File: config.mk
export PLATFORM = sky130hd
export DESIGN_NAME = mem_copy_engine
export DESIGN_NICKNAME = d
export VERILOG_FILES = /design/src/rtl/mem_pkg.sv /design/src/rtl/mem_copy_engine.sv
export SDC_FILE = /design/constraint.sdc
export NUM_CORES = 1
export LEC_CHECK = 0
export BUFFER_PORTS_ARGS = -buffer_cell sky130_fd_sc_hd__buf_2
export CAP_MARGIN = 10
export CORE_MARGIN = 2
export CORE_UTILIZATION = 35
export CTS_CLUSTER_SIZE = 30
export DETAILED_ROUTE_END_ITERATION = 8
export GPL_TIMING_DRIVEN = 0
export PLACE_DENSITY = 0.66
export SLEW_MARGIN = 10
export SYNTH_ARGS = -nofsm -noshare
export SYNTH_HDL_FRONTEND = slang
export SYNTH_SLANG_ARGS = --single-unit
File: constraint.sdc
create_clock -name clk -period 2.91 [get_ports clk]
set_clock_uncertainty 0.05 [all_clocks]
set_input_delay 0.4365 -clock clk [delete_from_list [all_inputs] [get_ports clk]]
set_output_delay 0.4365 -clock clk [all_outputs]
set_load 0.05 [all_outputs]
File: src/rtl/mem_pkg.sv
// mem_pkg: shared FSM state encoding and default sizes for mem_copy_engine.
// The CHECK state exists only when MEM_COPY_CHECK_EN is defined.
package mem_pkg;
    localparam int DEF_WIDTH    = 32;
    localparam int DEF_MEM_SIZE = 32;
    typedef enum logic [2:0] {
        IDLE,
        READ,
        WRITE,
`ifdef MEM_COPY_CHECK_EN
        CHECK,
`endif
        DONE
    } state_t;
endpackage

File: src/rtl/mem_copy_engine.sv
// mem_copy_engine: word-by-word ascending copy within a single-port memory.
// Define MEM_COPY_CHECK_EN to add a readback CHECK pass with a sticky error flag.
module mem_copy_engine
    import mem_pkg::*;
#(
    parameter int WIDTH    = DEF_WIDTH,
    parameter int MEM_SIZE = DEF_MEM_SIZE,
    localparam int ADDR_WIDTH = $clog2(MEM_SIZE)
) (
    input  logic                  clk,
    input  logic                  rst,
    input  logic                  start,
    input  logic [ADDR_WIDTH-1:0] src_addr,
    input  logic [ADDR_WIDTH-1:0] dst_addr,
    input  logic [ADDR_WIDTH:0]   len,
    output logic                  busy,
    output logic                  done,
    output logic                  error,
    output logic                  mem_write,
    output logic [ADDR_WIDTH-1:0] mem_addr,
    output logic [WIDTH-1:0]      mem_wdata,
    input  logic [WIDTH-1:0]      mem_rdata
);
    state_t                state;
    logic [ADDR_WIDTH-1:0] src_r, dst_r;
    logic [ADDR_WIDTH:0]   len_r, i, i_nxt;
    logic [WIDTH-1:0]      buffer;
    logic                  last;

    assign i_nxt     = i + (ADDR_WIDTH+1)'(1);
    assign last      = i_nxt == len_r;
    assign mem_wdata = buffer;

`ifdef MEM_COPY_CHECK_EN
    logic error_r;
    assign error = error_r;
`else
    assign error = 1'b0;
`endif

    // Outputs are registered, so mem_addr is loaded on the edge entering each state.
    always_ff @(posedge clk or posedge rst) begin
        if (rst) begin
            state     <= IDLE;
            busy      <= 1'b0;
            done      <= 1'b0;
            mem_write <= 1'b0;
            mem_addr  <= '0;
            buffer    <= '0;
            src_r     <= '0;
            dst_r     <= '0;
            len_r     <= '0;
            i         <= '0;
`ifdef MEM_COPY_CHECK_EN
            error_r   <= 1'b0;
`endif
        end else begin
            case (state)
                IDLE: if (start) begin
                    src_r    <= src_addr;
                    dst_r    <= dst_addr;
                    len_r    <= len;
                    i        <= '0;
                    busy     <= 1'b1;
                    done     <= len == '0;
                    state    <= len == '0 ? DONE : READ;
                    mem_addr <= src_addr;
`ifdef MEM_COPY_CHECK_EN
                    error_r  <= 1'b0;
`endif
                end
                READ: begin
                    buffer    <= mem_rdata;
                    mem_addr  <= dst_r + i[ADDR_WIDTH-1:0];
                    mem_write <= 1'b1;
                    state     <= WRITE;
                end
`ifdef MEM_COPY_CHECK_EN
                WRITE: begin
                    mem_write <= 1'b0;
                    state     <= CHECK;
                end
                CHECK: begin
                    if (mem_rdata != buffer) error_r <= 1'b1;
                    i        <= i_nxt;
                    done     <= last;
                    state    <= last ? DONE : READ;
                    mem_addr <= src_r + i_nxt[ADDR_WIDTH-1:0];
                end
`else
                WRITE: begin
                    mem_write <= 1'b0;
                    i         <= i_nxt;
                    done      <= last;
                    state     <= last ? DONE : READ;
                    mem_addr  <= src_r + i_nxt[ADDR_WIDTH-1:0];
                end
`endif
                DONE: begin
                    done  <= 1'b0;
                    busy  <= 1'b0;
                    state <= IDLE;
                end
                default: state <= IDLE;
            endcase
        end
    end
endmodule
==> results of run 1 <==
## cells in the mapped netlist
library cell	count	area [µm²]
mux2i_1	2	20.02
fa_1	2	40.04
buf_6	4	45.04
clkbuf_8	3	41.29
a21oi_1	8	40.04
o22ai_1	2	12.51
o21ai_1	2	10.01
nor3b_1	1	7.510
dfrtp_1	64	1602
clkbuf_1	1	3.750
ha_1	13	162.7
a22o_1	1	8.760
o21ai_0	8	40.04
buf_2	3	15.01
nand2b_1	3	18.77
conb_1	1	3.750
a221oi_1	4	35.03
nand2_1	18	67.56
nor2b_1	1	6.260
nand2b_4	1	13.76
o31ai_1	7	52.55
buf_4	2	15.01
inv_1	10	37.54
xor2_1	8	70.07
nor4_1	1	6.260
mux2_2	48	540.5
xnor2_1	12	105.1
nor3_1	1	5.000
nand3_2	1	10.01
nand3_1	2	10.01
buf_1	1	3.750
a21o_1	3	22.52
nor4_2	1	12.51
nand4_1	1	6.260
a31oi_1	1	6.260
a32o_1	1	10.01
nor2_1	13	48.80
o21bai_1	1	7.510
## final timing paths
check                              from             to  slack (ns)  cells after the start
min reg2reg                 mem_addr[2]    mem_addr[2]        0.43                      2
min                                 rst  mem_wdata[17]        0.20                      2
max reg2reg                        i[0]    mem_addr[4]        0.46                      8
max in group asynchronous           rst       dst_r[0]        2.08                      2
min in group clk           mem_rdata[4]   mem_wdata[4]        0.29                      2
max                                i[0]    mem_addr[4]        0.46                      8
## layout make-up
type                            count  area share
Buffer                             14     0.03171
Clock buffer                       12     0.03972
Clock inverter                      1    0.001281
Inverter                           10     0.01025
Multi-Input combinational cell    168      0.3584
Sequential cell                    64      0.4100
Tap cell                          108     0.03459
Timing Repair Buffer               89      0.1140
## metal layers
layer	vias up	wire length, µm
li1	1087	-
met2	59	3294
met4	0	65
met3	6	330
met5	-	0
met1	1096	2893
## through the flow
step	std cells	utilization
4_1_cts	466	0.4457
3_5_place_dp	453	0.4275
3_3_place_gp	453	0.4272
6_report	466	0.4457
5_1_grt	466	0.4457
2_1_floorplan	256	-
## sequential cells by signal, indices dropped and copies added, names as in the netlist
signal     cells
busy           1
done           1
dst_r          5
i              6
len_r          6
mem_addr       5
mem_wdata     32
mem_write      1
src_r          5
state          2
## power by group through the flow
stage / sequential [mW] / clock (mW) / combinational, mW
floorplan: 2.53 / 0 / 1.38
global placement: 1.56 / 0 / 2.93
detailed placement: 1.58 / 0 / 2.99
CTS: 1.57 / 0.683 / 3.01
global route: 1.62 / 0.724 / 3.21
finish: 1.56 / 0.652 / 2.97
## cells by family (layout without fill, tap and decap cells)
kind of cell / after synthesis / after routing / share of synthesized area
flops: 64 / 64 / 0.5063
mux: 50 / 50 / 0.1772
simple gates: 44 / 44 / 0.06725
compound gates: 38 / 38 / 0.07753
buf+inv: 24 / 126 / 0.05102
xor+xnor: 20 / 20 / 0.05538
fa+ha+maj: 15 / 15 / 0.06408
other cells: 1 / 1 / 0.001186
==> reports/results.ini, run 1 <==
[grt]
vias_in_the_first_global_route=2311
global_route.usage.met2=0.2386
grtUsageMet3=0.03404
globalRouteOverflowTotal=0
busiest_layer_in_global_routing=met2
gr-usage-all-layers=0.1423
pin_count_of_the_biggest_net_entering_global_routing=65
grt_pass1_wl_um=10950
grt_antenna_before_repair=0
met1_usage=0.1795

[power]
power.switching_mw=2.449
seq_power_share=0.301
pwr-share-clk=0.126
cellPowerDensity_mw_per_mm2=1328
internal-power_mw=2.739
pwr-share-comb=0.573
leakagePower_nw=1.860
peakVddDrop_uv=533.4
post-layout-total-power_mw=5.188
switching_share=0.4720

[timing]
finalWorstPathRequiredPeriod_ns=2.445
ratio_of_final_minimum_period_to_clock_period=0.8404
achievable-frequency_ghz=0.4089
worst_slew_margin_rel=0.4702
postLayoutSetupSlackWorst_ns=0.4646
hold_ws_ns=0.1995
timing.final.setup_violations=0
hold_viol=0
totalNegativeSetupSlack_ns=0
rsz0062_at_grt=no
finalMaxSlewViolations=0
max_slew.worst_pin.slew_ns=0.7947

[finish]
ff_latch_area_mm2=0.001602
filler_cell_count=851
final_common_cell=buf_2
mostFrequentLayoutCells=92 x buf_2, 64 x dfrtp_1, 48 x mux2_2, 18 x nand2_1, 14 x clkbuf_8
syn_to_final_growth_pct=23.50
post-route-cell-area_mm2=0.003906
share_of_post_route_cells_with_drive_strength_above_1=0.4609
multi_input_area_mm2=0.001400
ant_cells=0
final_nets=422

[floorplan]
floorplan.die.width_um=99.07
floorplan.io_pins=92
core-area_mm2=0.008763
die-height_um=99.07
row_count=34
floorplan.initialDensity=0.3609
die_footprint_mm2=0.009814

[setup_path]
setup.worst_path.start_class=flop
slowest_stage=dfrtp_1
arrival_time_at_the_worst_endpoint_ns=2.60
worst_path_largest_cell_delay_ns=0.48
cp_cell_sequence=ha_1, inv_1, fa_1, nand2b_1, a21oi_1, xnor2_1, a221oi_1, o31ai_1
critPathMaxFanout=7
critPathBufInv=1
timing.setup.critical_path_class=reg -> reg
cp-end-kind=flop
worst_ep_required_time_ns=3.07
critPathTopFamily=adder cells

[clocking]
clock_tree.root_cell=clkbuf_8
cts.hold.buffers_added=0
ctsLongestPathBuffers=2
clk_transition_reported_paths_ns=0.07
post_cts.resized_instances=0
cts.htree.levels=3
cts_tree=built
worstSkewPairLatency_ns=0.33
cts_setup_buffers=0
cts_buffers=9
cts.sinks=64

[synthesis]
synthesis.instances=256
synthDistinctLibCells=38
ys.warnings.count=0
synth.yosys.seq_area_share=0.5063
total_nets_after_synthesis=322
syn_area_mm2=0.003163
ys_ff_latch=64
syn_area_per_cell_um2=12.36

[flow_run]
max-cap-violations=0

[routing]
detail_route_antenna_nets=0
drt-total-wl_um=6584
drcViolationCount=0
routed_via_density=4.824
wire_length_per_cell_after_detailed_routing_um=14.13
detailroute.via_count=2248
drtIter0Drc=81
drt_first_pass_iters=4

[place]
placedInstanceArea_mm2=0.003746
portBuffers=89
detailedPlacementHpwl_um=4912
routabilityCongestion=0.8233
dp_slack_ns=0.4573

[status]
run_status=finished clean

[worst_hold_path]
class_of_the_tightest_hold_or_removal_check=in -> async

No activity file was read; power rests on OpenSTA's default activity.
==> run 2, diff against run 1 <==
ABC_AREA = 1   (was not set)
clock period = 2.5 ns   (was 2.91 ns; I/O delays follow)
==> run 2 against run 1 <==
- die area fell by 0.57%
- wire length rose by 12%
- cell count grew 16%
- hold slack worse by 0.064 ns
- critical endpoint is now mem_addr[3]
==> reports/results.ini, run 2 <==
[flow_run]
max-cap-violations=0

[routing]
drt-total-wl_um=7365
wire_length_per_cell_after_detailed_routing_um=13.61
detail_route_antenna_nets=0
drt_first_pass_iters=4
detailroute.via_count=2543
drcViolationCount=0
drtIter0Drc=116
routed_via_density=4.701

[grt]
grt_antenna_before_repair=0
pin_count_of_the_biggest_net_entering_global_routing=65
globalRouteOverflowTotal=0
vias_in_the_first_global_route=2667
grt_pass1_wl_um=12460
gr-usage-all-layers=0.1610

[worst_hold_path]
class_of_the_tightest_hold_or_removal_check=in -> async

[timing]
finalWorstPathRequiredPeriod_ns=2.238
finalMaxSlewViolations=0
ratio_of_final_minimum_period_to_clock_period=0.8953
worst_slew_margin_rel=0.4850
max_slew.worst_pin.slew_ns=0.7724
timing.final.setup_violations=0
achievable-frequency_ghz=0.4468
rsz0062_at_grt=no
hold_viol=0

[floorplan]
floorplan.initialDensity=0.3605
die_footprint_mm2=0.009757
row_count=34
core-area_mm2=0.008721
floorplan.io_pins=92
die-height_um=98.78
floorplan.die.width_um=98.78

[clocking]
cts_tree=built
cts.hold.buffers_added=0
clk_transition_reported_paths_ns=0.08
cts.sinks=64
cts_buffers=9
worstSkewPairLatency_ns=0.34
post_cts.resized_instances=0
ctsLongestPathBuffers=2
cts.htree.levels=3
clock_tree.root_cell=clkbuf_8
cts_setup_buffers=0

[synthesis]
netlist_top_cells_count=79 x nand2_1, 64 x dfrtp_1, 37 x inv_1
synthDominantCellAreaShare=0.5094
muxShareOfSynthArea=0.1146
synth_largest_area_cell=dfrtp_1
most_common_cell_in_the_synthesized_netlist=nand2_1
synth_ff_type=dfrtp_1
total_nets_after_synthesis=393
synthDistinctLibCells=30
syn_area_mm2=0.003144
syn_area_per_cell_um2=9.615
synth-compound-area-share=0.06407
post_synth_and_or_nand_nor_area_fraction=0.1723
main_area_contributors_after_synthesis=dfrtp_1 51%, mux2_2 11%, nand2_1 9.4%, ha_1 5.2%, inv_1 4.4%
yosys.area_share.adder=0.06446
ys.warnings.count=0
number_of_flops_mapped_to_enable_cells_by_yosys=0
synth.yosys.seq_area_share=0.5094
main_combinational_cell_family_by_area_after_synthesis=simple AND/OR/NAND/NOR gates
synthesis.instances=327
ys_ff_latch=64
ys_async_sr_fraction=1.000
synthXorXnorAreaFrac=0.01114

[setup_path]
cp_common_cell=nand3_1
setup.worst_path.start_class=flop
critPathBufInv=2
critPathTopFamily=simple AND/OR/NAND/NOR gates
arrival_time_at_the_worst_endpoint_ns=2.42
worst_ep_required_time_ns=2.68
worst_path_largest_cell_delay_ns=0.47
cp_cell_sequence=ha_1, inv_1, nand2_2, nand2_2, inv_1, ha_1, nand3_1, nand3_1, or2_2, nand3_1, nand3_1, nand2_1, nand2_1
cp-end-kind=flop
slowest_stage=dfrtp_1
cp.depth=13
worst_r2r_path_depth=13
critPathMaxFanout=5
timing.setup.critical_path_class=reg -> reg

[place]
detailedPlacementHpwl_um=5499
portBuffers=90
routabilityCongestion=0.8269
placedInstanceArea_mm2=0.003732

[finish]
syn_to_final_growth_pct=25.71
layout.core_utilization=0.4532
final_nets=494
largest_register_ffs=32
ant_cells=0
share_of_post_route_cells_with_drive_strength_above_1=0.3672
mostFrequentLayoutCells=95 x buf_2, 79 x nand2_1, 64 x dfrtp_1, 36 x inv_1, 32 x mux2_2
post-route-cell-area_mm2=0.003953
final_common_cell=buf_2

[power]
peakVddDrop_uv=885.4
leakagePower_nw=2.055
cellPowerDensity_mw_per_mm2=1539

[status]
run_status=finished clean

==> run 2: metal layers <==
metal / vias up / global-route usage / part of all wire
met5: - / 0 / 0
met4: 0 / 0.06322 / 0.021
met3: 14 / 0.04823 / 0.079
met2: 95 / 0.2536 / 0.45
met1: 1170 / 0.2088 / 0.45
li1: 1264 / - / -
==> run 2: path summary, 6_finish.rpt <==
path	startpoint	end	slack (ns)
worst max register to register	i[0]	mem_addr[3]	0.26
worst max-delay path	i[0]	mem_addr[3]	0.26
min in group clk	dst_addr[2]	dst_r[2]	0.18
worst min register to register	mem_write	mem_write	0.44
worst min-delay path	rst	mem_wdata[5]	0.14
max in group asynchronous	rst	i[2]	1.76
==> run 2: power by group <==
part | switching [mW] | internal [mW] | total, mW
logic | 2.26 | 1.00 | 3.26
clock network | 0.426 | 0.567 | 0.993
registers | 0.297 | 1.53 | 1.83
==> run 2: layout make-up <==
class	count	area, µm²
multi-input combinational	214	1345
tap	108	135.1
timing repair buffer	90	450.4
inverter	41	156.4
sequential	64	1602
clock inverter	6	92.59
fill	864	4768
clock buffer	10	127.6
buffer	8	43.79
==> run 2: logic make-up after synthesis <==
logic type,count (synthesis)
buffers and inverters,49
xor gates and xnor gates,4
adders and majority gates,15
other,1
AOI/OAI and AO/OA,37
DFF,64
muxes,32
and+or+nand+nor,125
==> run 2: per-stage QoR <==
step | hold slack [ns] | setup WS, ns | power, mW | cells | setup TNS (ns)
2_1_floorplan | 0.4028 | 0.4769 | 4.326 | 327 | 0
6_report | 0.1350 | 0.2618 | 6.084 | 541 | 0
3_3_place_gp | 0.4106 | -0.3301 | 5.051 | 525 | -20.97
4_1_cts | 0.1553 | 0.2813 | 6.142 | 541 | 0
5_1_grt | 0.1738 | 0.07718 | 6.492 | 541 | 0
3_5_place_dp | 0.4187 | 0.2946 | 5.117 | 525 | 0
